==> config.mk <==
export PLATFORM = sky130hd
export DESIGN_NAME = instr_fetch_unit
export DESIGN_NICKNAME = d
export VERILOG_FILES = /design/src/rtl/instr_fetch_unit.sv
export SDC_FILE = /design/constraint.sdc
export NUM_CORES = 1
export LEC_CHECK = 0
export CAP_MARGIN = 20
export CORE_MARGIN = 8
export CORE_UTILIZATION = 41
export CTS_BUF_LIST = sky130_fd_sc_hd__clkbuf_4 sky130_fd_sc_hd__clkbuf_8 sky130_fd_sc_hd__clkbuf_16
export DETAILED_ROUTE_END_ITERATION = 8
export GPL_TIMING_DRIVEN = 0
export MAX_ROUTING_LAYER = met4
export PLACE_DENSITY = 0.8
export SYNTH_ARGS = -nofsm -noshare
export SYNTH_HDL_FRONTEND = slang
export SYNTH_SLANG_ARGS = --single-unit
==> constraint.sdc <==
create_clock -name clk -period 1.7 [get_ports clk]
set_input_delay 0.255 -clock clk [delete_from_list [all_inputs] [get_ports clk]]
set_output_delay 0.255 -clock clk [all_outputs]
set_load 0.02 [all_outputs]
==> src/rtl/instr_fetch_unit.sv <==
// Single-outstanding instruction fetch stage: issues one imem request, buffers the
// returned word, and hands it to decode; execute redirects flush in-flight work.
module instr_fetch_unit #(
    parameter int              PC_W     = 9,
    parameter int              INST_W   = 32,
    parameter logic [PC_W-1:0] RESET_PC = '0
) (
    input  logic              clk,
    input  logic              rst_n,
    output logic              imem_req_valid,
    input  logic              imem_req_ready,
    output logic [PC_W-1:0]   imem_addr,
    input  logic              imem_rsp_valid,
    input  logic [INST_W-1:0] imem_rsp_data,
    output logic              if_valid,
    input  logic              if_ready,
    output logic [INST_W-1:0] if_instr,
    output logic [PC_W-1:0]   if_pc,
    output logic [6:0]        if_opcode,
    input  logic              redirect_valid,
    input  logic [PC_W-1:0]   redirect_pc
);

    typedef enum logic [1:0] {
        REQ,
        WAIT,
        HOLD
    } state_t;

    localparam logic [INST_W-1:0] NOP = INST_W'(32'h0000_0013);

    state_t          state;
    logic [PC_W-1:0] pc;
    logic            kill;
    logic [PC_W-1:0] redirect_tgt;

    assign redirect_tgt   = {redirect_pc[PC_W-1:2], 2'b00};
    // Gated by rst_n so no request is visible while reset is held.
    assign imem_req_valid = rst_n && (state == REQ);
    assign imem_addr      = pc;
    assign if_opcode      = if_instr[6:0];

    always_ff @(posedge clk) begin
        if (!rst_n) begin
            state    <= REQ;
            pc       <= RESET_PC;
            kill     <= 1'b0;
            if_valid <= 1'b0;
            if_instr <= NOP;
            if_pc    <= '0;
        end else if (redirect_valid) begin
            pc       <= redirect_tgt;
            if_valid <= 1'b0;
            case (state)
                REQ: begin
                    // Request for the old address leaves anyway; its response must be dropped.
                    if (imem_req_ready) begin
                        kill  <= 1'b1;
                        state <= WAIT;
                    end
                end
                WAIT: begin
                    if (imem_rsp_valid) begin
                        kill  <= 1'b0;
                        state <= REQ;
                    end else begin
                        kill <= 1'b1;
                    end
                end
                default: state <= REQ;
            endcase
        end else begin
            case (state)
                REQ: begin
                    if (imem_req_ready) state <= WAIT;
                end
                WAIT: begin
                    if (imem_rsp_valid) begin
                        if (kill) begin
                            kill  <= 1'b0;
                            state <= REQ;
                        end else begin
                            if_instr <= imem_rsp_data;
                            if_pc    <= pc;
                            pc       <= pc + PC_W'(4);
                            if_valid <= 1'b1;
                            state    <= HOLD;
                        end
                    end
                end
                HOLD: begin
                    if (if_ready) begin
                        if_valid <= 1'b0;
                        state    <= REQ;
                    end
                end
                default: state <= REQ;
            endcase
        end
    end

endmodule

Word level (Yosys, flattened, before mapping). Index checks and enable logic that the tools add are counted.

$mul: 0. Reductions and logical operators: 13. Magnitude comparators: 0. Multiplexer cells: 22. Shifts and indexed selects: 0. $add $sub $neg: 1. Div/mod/pow operators: 0. Bitwise gates (word level): 3. Equal/unequal tests: 8.

Operators by type and width (number): $mux 9 (4); $mux 2 (6); $reduce_and 4->1 (3); $add 9x3->9 const B (1); $mux 1 (8); $ne 2x2->1 const B (4); $reduce_bool 2->1 (4); $ne 3x3->1 const B (2); $pmux 2 s3 (1); $reduce_and 3->1 (2); $pmux 1 s2 (2); $pmux 2 s2 (1); $not 1->1 (3); $eq 2x1->1 const B (1); $eq 2x2->1 const B (1); $logic_not 2->1 (1); $reduce_and 2->1 (1); $reduce_or 2->1 (1); $logic_and 1x1->1 (1).

Bits in latches: 0. Memories: 0. Output and inout port bits: 59. Memory bits (read-only): 0. Word-level logic and storage cells: 54. Register bits after elaboration: 54. Memory bits (writable): 0.

Longest topological paths before layout.
Depth after elaboration: 5. Mapped depth: 6. Depth with buffers taken out: 4.

Least setup slack after synthesis. OpenSTA, ideal clock, no wires.

Path type: register -> register. Start: register pc[2], in the netlist imem_addr[2]. End: register pc[6], in the netlist imem_addr[6]. Library setup time: 0.074 ns. Arrival time: 1.359 ns. Clock period less this slack: 1.433 ns. Stages on the path, launching flop included: 5. Required time: 1.626 ns. Setup slack: 0.267 ns. Path buffers: 0. Path through: dfxtp_1 ha_1 nand2_1 or4_1 a31oi_1.

Longest elaborated chain between the ends: 5.

RTL lines: start, declared (line 33) `logic [PC_W-1:0] pc;`; start signal, assigned (line 52) `pc <= redirect_tgt;`; start signal, assigned (line 85) `pc <= pc + PC_W'(4);`; $add 9x3->9 (line 85); $mux 9 (line 79) `if (kill) begin`; $mux 9 (line 78) `if (imem_rsp_valid) begin`; $mux 9 (line 73) `case (state)`; $mux 9 (line 51) `end else if (redirect_valid) begin`.

Every way passes these cells. The select of a mux whose other input is x is not followed. A chain may end at the register's enable or synchronous reset.

Final worst setup path.
Start: register pc[3], in the netlist imem_addr[3]. End: output port imem_addr[3].

RTL lines: end, declared (line 12) `output logic [PC_W-1:0] imem_addr,`.

No word-level cell between the ends.

==> results <==
- The flow ran to the end, and the final reports show no timing, DRC or antenna violations.
- The critical path startpoint category is a register.
- The combinational family with the most area after synthesis is simple AND/OR/NAND/NOR gates.
- Broken down by cell family, the worst path's largest delay share belongs to buffers and inverters.
- The total stage count of the critical path is 1.
- By startpoint and endpoint, the worst setup path is classified as reg2out.
- The multi-input combinational cells in the finished layout cover a total of 0.00105 mm².
- The worst-case IR drop observed on VDD is 396 µV.
- The register share of total power is 0.525.
- The smallest clock period supported by the final layout is computed as 1.66 ns.
- The library cell with the largest summed area after synthesis is dfxtp_1.
- For this block, the routed nets add up to 6.04 mm of wire.
- Setup repair after global routing left no endpoint under its margin.
- The number of cells on the worst reg-to-reg path is 5.
- The TritonCTS buffer count is 5.
- Setup violations remaining at the end of the flow were counted as 0.
- Of the total power, the clock network draws 0.285.
- The number of filler instances in the final layout is 491.
- The H-tree was split into 2 levels.
- The hold path depth is 2.
- The final weighted congestion in routability-driven placement is 0.728.
- The number of global-route vias before repair is 2055.
- Data on the critical path arrives at its endpoint at 1.40 ns.
- The final global-route overflow total is 0.
- The clock root buffer is clkbuf_8.
- The register area share after synthesis is 0.446.
- After synthesis, the share of flip-flops with an asynchronous set or reset is 0.
- The count of distinct cell types in the synthesized netlist is 36.
- The max-capacitance violation count is 0.
- Once detail routing completed, the nets flagged for antenna violations numbered 0.
- Of the total synthesized cell area, the portion taken by full adders, half adders and majority gates is 0.00557.
- The remaining max-slew budget at the tightest pin is 0.645.
- The total count of max-transition violations in the final report is 0.
- Summed over all nets, the switching power comes to 0.000602 W.
- The actual transition at the worst max-transition pin is 0.533 ns.
- The path class of the tightest hold or removal check is reg2reg.
- Clock latency on the worst-skew pair, taken at its later pin, is 0.29 ns.
- The area of the core is 0.00541 mm².
- The number of vias per cell is 4.73.
- The TritonCTS clock tree is yes.
- The mapped netlist covers 0.00224 mm².
- The slowest stage of the critical path is the clkdlybuf4s50_1 cell.
- The die footprint is 0.00810 mm².
- Based on the critical path, the design can be clocked at up to 603 MHz.
- Of the total synthesized cell area, the portion taken by AND, OR, NAND and NOR gates is 0.219.
- The design internal power is 0.00176 W.
- The clock net sink count is 50.
- The synthesized design contains 50 register bits.
- 106 I/O pins were placed.
- The worst-path maximum fanout is 5.
- Detailed placement ended at an HPWL of 4.64 mm.
- The cell count after synthesis is 247.
- The number of antenna diodes in the final layout is 0.
- The mux cell area share after synthesis is 0.161.
- The fraction of power spent switching nets is 0.254.
- The static power due to leakage is 1.27 nW.
- In this design, the stage delay of the slowest critical-path cell is 0.66 ns.
- The part of the total power dissipated in combinational logic is 0.189.
- The placement row count is 27.
- The average footprint of a synthesized cell is 9.09 µm².
- The total number of vias is 2018.
- The final critical-path share of the clock period is 0.975.
- nand2_1 is the most common cell in the netlist.
- The length of the first detailed-routing pass in iterations is 4.
- The initial utilization of the core area, before any placement, comes to 0.415.
- The number of antenna violations at the first check in global routing is 0.
- The final count of hold timing violations is 0.
- Total power for the finished layout comes to 0.00237 W.
- The net count of the finished layout is 404.
- Together, buffers and inverters on the worst path number 1.
- The post-route clock skew is 0.00872 ns.
- The clock transition at the register clock pins on the worst setup and hold paths after CTS is 0.09 ns.
- The pin count of the biggest net entering global routing is 14.
- The endpoint type of the worst setup path is a primary output.
- The global router's overall resource usage is 0.150.
- Sorting the synthesized cells by how often they occur yields 77 x nand2_1, 50 x dfxtp_1, 36 x mux2i_1.
- In the final layout, the share of cells above drive strength 1 is 0.0817.
- During synthesis, Yosys emitted a total of 0 warnings.
- From bottom edge to top edge, the die measures 90.0 µm.
- The post-synthesis to final-layout area growth is 52.2%.
- The most used flip-flop cell after synthesis is dfxtp_1.
- In the routed design, unresolved DRC markers number 0.
- The first routing iteration left 58 violations.
- The worst path required time is 1.44 ns.
- The first-pass GRT wire length is 9.98 mm.
- The signal on the critical path passes through clkdlybuf4s50_1.
- In this run, placement finished with an instance count of 421.
- The total power divided by cell area is 692 mW/mm².
- The share of Yosys cell area claimed by the top area cell type is 0.446.
- The width of the die is 90.0 µm.
- The number of I/O port buffers is 99.
- By area the synthesized netlist is led by dfxtp_1 45%, mux2i_1 16%, nand2_1 13%, buf_4 4.0%, buf_12 2.7%.
- Across the whole layout, storage elements account for 0.00100 mm².
- The number of buffers on the longest clock path is 2.
- The number of enable-type register cells in the synthesized netlist is 0.
- The compound-cell area share of the yosys netlist is 0.0747.
- The post-synthesis xor/xnor area fraction is 0.
- The finished layout holds 427 standard cells, fillers aside.
- For this design, the CTS-stage hold fixing added 0 buffers.
- The wire length per cell after detailed routing is 14.1 µm.
==> final cells by class <==
type                            instances  area share
Tap cell                               72      0.0264
Inverter                                2     0.00220
Buffer                                 27      0.0586
Clock buffer                            6      0.0242
Sequential cell                        50       0.293
Timing Repair Buffer                   99       0.289
Multi-Input combinational cell        171       0.306
==> power groups by stage <==
stage	Sequential [W]	Combinational, W	Clock [W]
after floorplan	0.00131	0.000188	0
after global placement	0.00127	0.000449	0
after detailed placement	0.00127	0.000454	0
after CTS	0.00124	0.000453	0.000698
after global routing	0.00125	0.000483	0.000745
final	0.00124	0.000448	0.000675
==> per-layer routing <==
layer | GRT usage | vias to the layer above | routed length, µm
met5 | - | - | 0
met4 | 0.0416 | 0 | 57
met3 | 0.0449 | 5 | 338
li1 | - | 1039 | -
met1 | 0.176 | 923 | 2720
met2 | 0.245 | 51 | 2920
==> timing repair <==
item / CTS / global route
gates resized for setup: 2 / 0
buffers inserted: 0 / 0
setup endpoints to repair: 2 / 0
==> final timing paths <==
| kind | slack [ns] | to | start |
|---|---|---|---|
| min reg2reg | 0.46 | if_pc[5] | if_pc[5] |
| min | 0.46 | if_pc[5] | if_pc[5] |
| max | 0.04 | imem_addr[3] | imem_addr[3] |
| max reg2reg | 0.21 | if_instr[24] | state[1] |
==> layout by cell type (no fill, tap or decap), types with 2 or more instances in the layout <==
cell type / n
conb_1: 4
clkbuf_1: 8
nor2_1: 4
buf_4: 12
nand4b_1: 2
o31ai_1: 3
clkdlybuf4s50_1: 97
a211oi_1: 2
buf_12: 3
buf_2: 4
a31oi_1: 4
dfxtp_1: 50
mux2i_1: 36
nor3_1: 4
nand2b_1: 3
clkbuf_8: 6
dlygate4sd2_1: 2
nand2_1: 77
or4_1: 3
o21ai_1: 3
o21ai_0: 5
nand3_1: 6
==> sequential cells by signal (all words and copies together) (netlist names) <==
register,count
kill,1
if_valid,1
if_pc,7
if_instr,32
state,2
imem_addr,7
==> cell families (layout without fill, tap and decap cells) <==
| group | Yosys count | in the layout |
|---|---|---|
| and+or+nand+nor | 105 | 105 |
| DFF | 50 | 50 |
| muxes | 36 | 36 |
| buffers and inverters | 29 | 134 |
| AOI/OAI and AO/OA | 25 | 25 |
| adders and majority gates | 1 | 1 |
| other | 1 | 4 |
==> through the flow <==
stage	setup slack (ns)	setup TNS [ns]	cell area, µm²	hold slack (ns)	util
2_1_floorplan	0.267	0	2260	0.355	-
4_1_cts	0.0489	0	3420	0.461	0.632
3_5_place_dp	-0.202	-5.44	3340	0.447	0.617
3_3_place_gp	-0.149	-4.37	3340	0.441	0.617
5_1_grt	0.00264	0	3420	0.478	0.632
6_report	0.0419	0	3420	0.457	0.632
(Power assumes the default switching activity.)
